==> config.mk <==
export PLATFORM = sky130hd
export DESIGN_NAME = i2c_bus_monitor
export DESIGN_NICKNAME = d
export VERILOG_FILES = /design/src/rtl/i2c_bus_monitor.sv
export SDC_FILE = /design/constraint.sdc
export NUM_CORES = 1
export LEC_CHECK = 0
export CAP_MARGIN = 20
export CORE_MARGIN = 3
export CORE_UTILIZATION = 48
export DETAILED_ROUTE_END_ITERATION = 16
export GPL_ROUTABILITY_DRIVEN = 0
export GPL_TIMING_DRIVEN = 1
export PLACE_DENSITY = 0.75
export RECOVER_POWER = 25
export SLEW_MARGIN = 0
export SYNTH_ARGS = -nofsm -noshare
export SYNTH_HDL_FRONTEND = slang
export SYNTH_SLANG_ARGS = --single-unit
==> constraint.sdc <==
create_clock -name i_clk -period 1.28 [get_ports i_clk]
set_input_delay 0.256 -clock i_clk [delete_from_list [all_inputs] [get_ports i_clk]]
set_output_delay 0.256 -clock i_clk [all_outputs]
set_load 0.05 [all_outputs]
==> src/rtl/i2c_bus_monitor.sv <==
// I2C bus front end: synchronizes and de-glitches SCL/SDA, detects bus
// conditions and SCL edges, and delivers received bytes and ACK bits as strobes.
module i2c_bus_monitor #(
   parameter int FILTER_LEN = 3
) (
   input  logic       i_clk,
   input  logic       i_reset_n,
   input  logic       i_en,
   input  logic       i_scl_in,
   input  logic       i_sda_in,
   output logic       o_scl_f,
   output logic       o_sda_f,
   output logic       o_scl_rise,
   output logic       o_scl_fall,
   output logic       o_start_det,
   output logic       o_stop_det,
   output logic       o_bus_busy,
   output logic       o_byte_done,
   output logic [7:0] o_byte_data,
   output logic       o_ack_strobe,
   output logic       o_ack_value
);
   localparam int CW = $clog2(FILTER_LEN + 1);

   // Bit 0 carries SCL, bit 1 carries SDA through the sync/filter pipeline.
   logic [1:0]         w_pad;
   logic [1:0]         r_sync1, r_sync2, r_filt, r_prev;
   logic [1:0][CW-1:0] r_cnt;

   logic w_scl_rise, w_scl_fall, w_scl_hi, w_start, w_stop;

   logic       r_scl_rise, r_scl_fall, r_start, r_stop, r_busy;
   logic [3:0] r_bit_cnt;
   logic [7:0] r_shreg, r_byte_data;
   logic       r_byte_pend, r_byte_done;
   logic       r_ack_pend, r_ack_smp, r_ack_strobe, r_ack_value;

   assign w_pad = {i_sda_in, i_scl_in};

   always_ff @(posedge i_clk or negedge i_reset_n) begin
      if (!i_reset_n) begin
         r_sync1 <= '1;
         r_sync2 <= '1;
         r_filt  <= '1;
         r_prev  <= '1;
         r_cnt   <= '0;
      end else begin
         r_sync1 <= w_pad;
         r_sync2 <= r_sync1;
         r_prev  <= r_filt;
         for (int i = 0; i < 2; i++) begin
            if (r_sync2[i] == r_filt[i]) begin
               r_cnt[i] <= '0;
            end else if (r_cnt[i] == CW'(FILTER_LEN - 1)) begin
               r_filt[i] <= r_sync2[i];
               r_cnt[i]  <= '0;
            end else begin
               r_cnt[i] <= r_cnt[i] + 1'b1;
            end
         end
      end
   end

   // A simultaneous SCL and SDA change fails w_scl_hi, so it never forms START/STOP.
   assign w_scl_rise = r_filt[0] & ~r_prev[0];
   assign w_scl_fall = ~r_filt[0] & r_prev[0];
   assign w_scl_hi   = r_filt[0] & r_prev[0];
   assign w_start    = w_scl_hi & r_prev[1] & ~r_filt[1];
   assign w_stop     = w_scl_hi & ~r_prev[1] & r_filt[1];

   always_ff @(posedge i_clk or negedge i_reset_n) begin
      if (!i_reset_n) begin
         r_scl_rise   <= 1'b0;
         r_scl_fall   <= 1'b0;
         r_start      <= 1'b0;
         r_stop       <= 1'b0;
         r_busy       <= 1'b0;
         r_bit_cnt    <= '0;
         r_shreg      <= '0;
         r_byte_pend  <= 1'b0;
         r_byte_done  <= 1'b0;
         r_byte_data  <= 8'h00;
         r_ack_pend   <= 1'b0;
         r_ack_smp    <= 1'b1;
         r_ack_strobe <= 1'b0;
         r_ack_value  <= 1'b1;
      end else if (!i_en) begin
         r_scl_rise   <= 1'b0;
         r_scl_fall   <= 1'b0;
         r_start      <= 1'b0;
         r_stop       <= 1'b0;
         r_busy       <= 1'b0;
         r_bit_cnt    <= '0;
         r_shreg      <= '0;
         r_byte_pend  <= 1'b0;
         r_byte_done  <= 1'b0;
         r_ack_pend   <= 1'b0;
         r_ack_strobe <= 1'b0;
      end else begin
         r_scl_rise   <= w_scl_rise;
         r_scl_fall   <= w_scl_fall;
         r_start      <= w_start;
         r_stop       <= w_stop;
         r_byte_done  <= r_byte_pend;
         r_ack_strobe <= r_ack_pend;
         r_byte_pend  <= 1'b0;
         r_ack_pend   <= 1'b0;
         if (r_byte_pend) r_byte_data <= r_shreg;
         if (r_ack_pend)  r_ack_value <= r_ack_smp;

         if (w_start)     r_busy <= 1'b1;
         else if (w_stop) r_busy <= 1'b0;

         // Bytes are framed from the most recent START; bit 9 of each frame is ACK.
         if (w_start || w_stop) begin
            r_bit_cnt <= '0;
            r_shreg   <= '0;
         end else if (r_busy && w_scl_rise) begin
            if (r_bit_cnt == 4'd8) begin
               r_ack_smp  <= r_filt[1];
               r_ack_pend <= 1'b1;
               r_bit_cnt  <= '0;
            end else begin
               r_shreg   <= {r_shreg[6:0], r_filt[1]};
               r_bit_cnt <= r_bit_cnt + 4'd1;
               if (r_bit_cnt == 4'd7) r_byte_pend <= 1'b1;
            end
         end
      end
   end

   assign o_scl_f      = r_filt[0];
   assign o_sda_f      = r_filt[1];
   assign o_scl_rise   = r_scl_rise;
   assign o_scl_fall   = r_scl_fall;
   assign o_start_det  = r_start;
   assign o_stop_det   = r_stop;
   assign o_bus_busy   = r_busy;
   assign o_byte_done  = r_byte_done;
   assign o_byte_data  = r_byte_data;
   assign o_ack_strobe = r_ack_strobe;
   assign o_ack_value  = r_ack_value;
endmodule
==> impl_summary.log <==
[metrics] P&R area growth vs syn: 49.8%
[metrics] maximum clock frequency: 693 MHz
[metrics] share of the synthesized area in the top cell type: 0.485
[metrics] number of max-cap violations: 0
[metrics] CP Class: flop to flop
[metrics] number of detailed-route iterations in the first pass: 4
[metrics] number of global-route vias before repair: 1297
[metrics] leftover overflow at the end of global routing: 0
[metrics] number of flops mapped to enable cells by yosys: 0
[metrics] worst path cell trace: buf_6 -> nand3b_1 -> buf_4 -> o21ai_0 -> a21oi_2
[metrics] violated checks: setup timing
[metrics] CP max FO: 11
[metrics] Top-Level Pins: 23
[metrics] Antenna Violating Nets Remaining: 0
[metrics] Routed WL per cell: 17.4 µm
[metrics] most common cell in the netlist: sky130_fd_sc_hd__dfrtp_1
[metrics] DRC errors left: 0
[metrics] setup repair after global routing missed its margin: true
[metrics] DR iter-0 viols: between 50 and 60
[metrics] Clock Root Buffer: sky130_fd_sc_hd__clkbuf_4
[metrics] biggest area contributors in the synthesized netlist: sky130_fd_sc_hd__dfrtp_1 (48%), sky130_fd_sc_hd__dfstp_2 (15%), sky130_fd_sc_hd__mux2_2 (7.9%), sky130_fd_sc_hd__a21oi_1 (3.5%), sky130_fd_sc_hd__nand3_1 (3.5%)
[metrics] largest net degree at the start of global routing: 44
[metrics] Hold Crit Class: flop to flop
[metrics] Total Power Consumption: 4.03 mW
[metrics] stage delay of the slowest cell on the critical path: between 0.5 and 0.6 ns
[metrics] detailed placer's ending HPWL: 2280 µm
[metrics] Total Die Area: 0.00430 mm²
[metrics] clock insertion delay at the later pin of the skew report: between 0.3 and 0.4 ns
[metrics] number of unique standard cell types used by synthesis: 28
[metrics] port bufs: 22
[metrics] cell area after synthesis: 0.00170 mm²
[metrics] CTS buffer count: 5
[metrics] Tightest Pin Transition: 0.552 ns
[metrics] Vert. Die Dim: 65.6 µm
[metrics] Clock transition at path regs: 0.14 ns
[metrics] largest area contributor in the synthesized netlist: sky130_fd_sc_hd__dfrtp_1
[metrics] nets in the synthesized netlist: ~140
[metrics] post-synthesis cell count: 135
[metrics] CTS tree: done
[metrics] Critical Path Sink Type: flop
[metrics] fin nets: 187
[metrics] total negative slack: -1.98 ns
[metrics] Row Count: 21
[metrics] most common library cells after synthesis: sky130_fd_sc_hd__dfrtp_1 (33), sky130_fd_sc_hd__a21oi_1 (12), sky130_fd_sc_hd__mux2_2 (12), sky130_fd_sc_hd__nand3_1 (12)
[metrics] Worst Skew: 0.0135 ns
[metrics] flop and latch count out of synthesis: 43
[metrics] initial antenna violation count: 0
[metrics] yosys warns: 0
[metrics] Placed Cells incl. Taps: 212
[metrics] post-route fraction of the period consumed by the critical path: 1.13
[metrics] Starting Density: 0.502
[metrics] maximum clock path buffer count: 2
[metrics] share of the yosys chip area belonging to registers: 0.639
[metrics] minimum clock period after layout: 1.44 ns
[metrics] layout cell share with drive strength beyond 1: 0.530
[metrics] antenna diode instance count: 0
[metrics] final worst setup slack: -0.163 ns
[metrics] global-route wire length before repair: 6150 µm
[metrics] Routed Wire Length: 3940 µm
[metrics] share of flip-flops with an asynchronous set or reset after synthesis: 1.00
[metrics] utilization after layout: 0.753
[metrics] power density over the cells: 1580 mW/mm²
[metrics] average via count per standard cell: 5.49
[metrics] required time worst endpoint: roughly 1.5 ns
[metrics] setup violation total in the final timing report: 18
[metrics] detailed-route via count: 1246
[metrics] Pins Over Slew Limit: 0
[metrics] average cell area after synthesis: 12.6 µm²
[metrics] core box area: 0.00339 mm²
[metrics] ys flop type: sky130_fd_sc_hd__dfrtp_1
[metrics] slowest stage cell on the critical path: sky130_fd_sc_hd__dfstp_2
[metrics] run status: finished, violations left
[metrics] count of endpoints failing hold in the final timing report: 0
[metrics] clock tree sinks: 43
[metrics] critical path startpoint category: flop
[metrics] H-Tree Level Count: 2
[metrics] Overall Global Routing Usage: 0.190
[metrics] headroom to the max-slew limit: 0.632
[metrics] worst voltage drop across the vdd grid: approximately 0.0011 V
[metrics] endpoint arrival time on the critical path: roughly 1.7 ns
[metrics] number of non-filler instances in the completed layout: 227
[metrics] leakage power summed over all cells: about 1.1 nW
[metrics] width of the chip: 65.6 µm
where the power goes:
| part | total (mW) | internal, mW | switching [mW] |
|---|---|---|---|
| sequential | 1.74 | 1.57 | 0.171 |
| combinational | 1.42 | 0.757 | 0.666 |
| clock | 0.868 | 0.411 | 0.457 |
| total | 4.03 | 2.74 | 1.29 |
kinds of logic (layout without fill, tap and decap cells):
group	Yosys count	count (layout)	synth area share
AO/OA/AOI/OAI	26	26	0.0845
XOR/XNOR	3	3	0.0154
adder cells (fa/ha/maj)	2	2	0.0147
buffers and inverters	12	58	0.0338
flip-flops	43	43	0.639
multiplexers	12	12	0.0794
AND/OR/NAND/NOR	37	37	0.133
routing by layer:
layer  track usage  vias to the layer above  routed length [µm]
met5             0                        -                   0
met4        0.0907                        0                 101
met3        0.0530                       12                 155
met2         0.303                       37                2160
met1         0.239                      637                1520
li1              -                      560                   -
sequential cells by signal, indices dropped and copies added, names as in the netlist:
signal / cells
o_start_det: 1
o_scl_rise: 1
r_cnt: 4
r_bit_cnt: 4
r_ack_smp: 1
r_sync2: 2
o_scl_fall: 1
o_byte_data: 8
r_shreg: 8
o_ack_strobe: 1
r_byte_pend: 1
r_filt: 2
o_ack_value: 1
r_prev: 2
o_byte_done: 1
r_sync1: 2
r_ack_pend: 1
o_stop_det: 1
o_bus_busy: 1
cell usage in the layout (no fill, tap or decap), drive strengths merged, types with 3 or more instances in the layout:
cell type | synthesis | final
buf | 6 | 38
dfrtp | 33 | 33
mux2 | 12 | 12
a21oi | 12 | 12
nand3 | 12 | 12
o21ai | 11 | 11
dfstp | 10 | 10
nand2 | 7 | 7
clkbuf | 0 | 7
inv | 6 | 6
nor3b | 4 | 4
dlygate4sd3 | 0 | 3
xnor2 | 3 | 3
nor3 | 3 | 3
and3b | 3 | 3
critical path: cells and delay by family, from the launching register on:
family | cells | cell delay (ns)
AOI/OAI and AO/OA | 2 | 0.38
buffers and inverters | 2 | 0.32
DFF | 1 | 0.58
and+or+nand+nor | 1 | 0.08
cell type report:
type | instances | area [µm²]
well taps | 46 | 57.6
clock buffers | 5 | 37.5
clock inverters | 3 | 43.8
flip-flops and latches | 43 | 1090
inverters | 6 | 22.5
fillers | 213 | 838
multi-input cells | 80 | 681
repair buffers | 44 | 621
worst paths after layout:
kind | startpoint | slack [ns] | endpoint | cells past startpoint
max | r_filt[0] | -0.16 | r_bit_cnt[2] | 5
min | r_sync1[1] | 0.37 | r_sync2[1] | 0
max reg2reg | r_filt[0] | -0.16 | r_bit_cnt[2] | 5
min reg2reg | r_sync1[1] | 0.37 | r_sync2[1] | 0
max in group asynchronous | i_reset_n | 0.37 | r_filt[0] | 3
min in group asynchronous | i_reset_n | 0.51 | r_bit_cnt[1] | 3
timing repair:
action / in CTS / in global routing
endpoints found under the hold margin: 33 / 0
hold buffers: 1 / 0
endpoints found under the setup margin: 17 / 18
gates cloned: 0 / 1
pin swaps: 1 / 6
buffers inserted: 4 / 4
gates resized for setup: 5 / 22
stage by stage:
| step | area, µm² | hold slack, ns | setup WS [ns] |
|---|---|---|---|
| 4_1_cts | 2430 | 0.273 | -0.132 |
| 2_1_floorplan | 1750 | -0.0396 | -0.215 |
| 5_1_grt | 2550 | 0.375 | -0.228 |
| 6_report | 2550 | 0.367 | -0.163 |
| 3_3_place_gp | 2300 | 0.240 | -0.232 |
| 3_5_place_dp | 2300 | 0.250 | -0.306 |
Power figures use the tool's default switching activity.
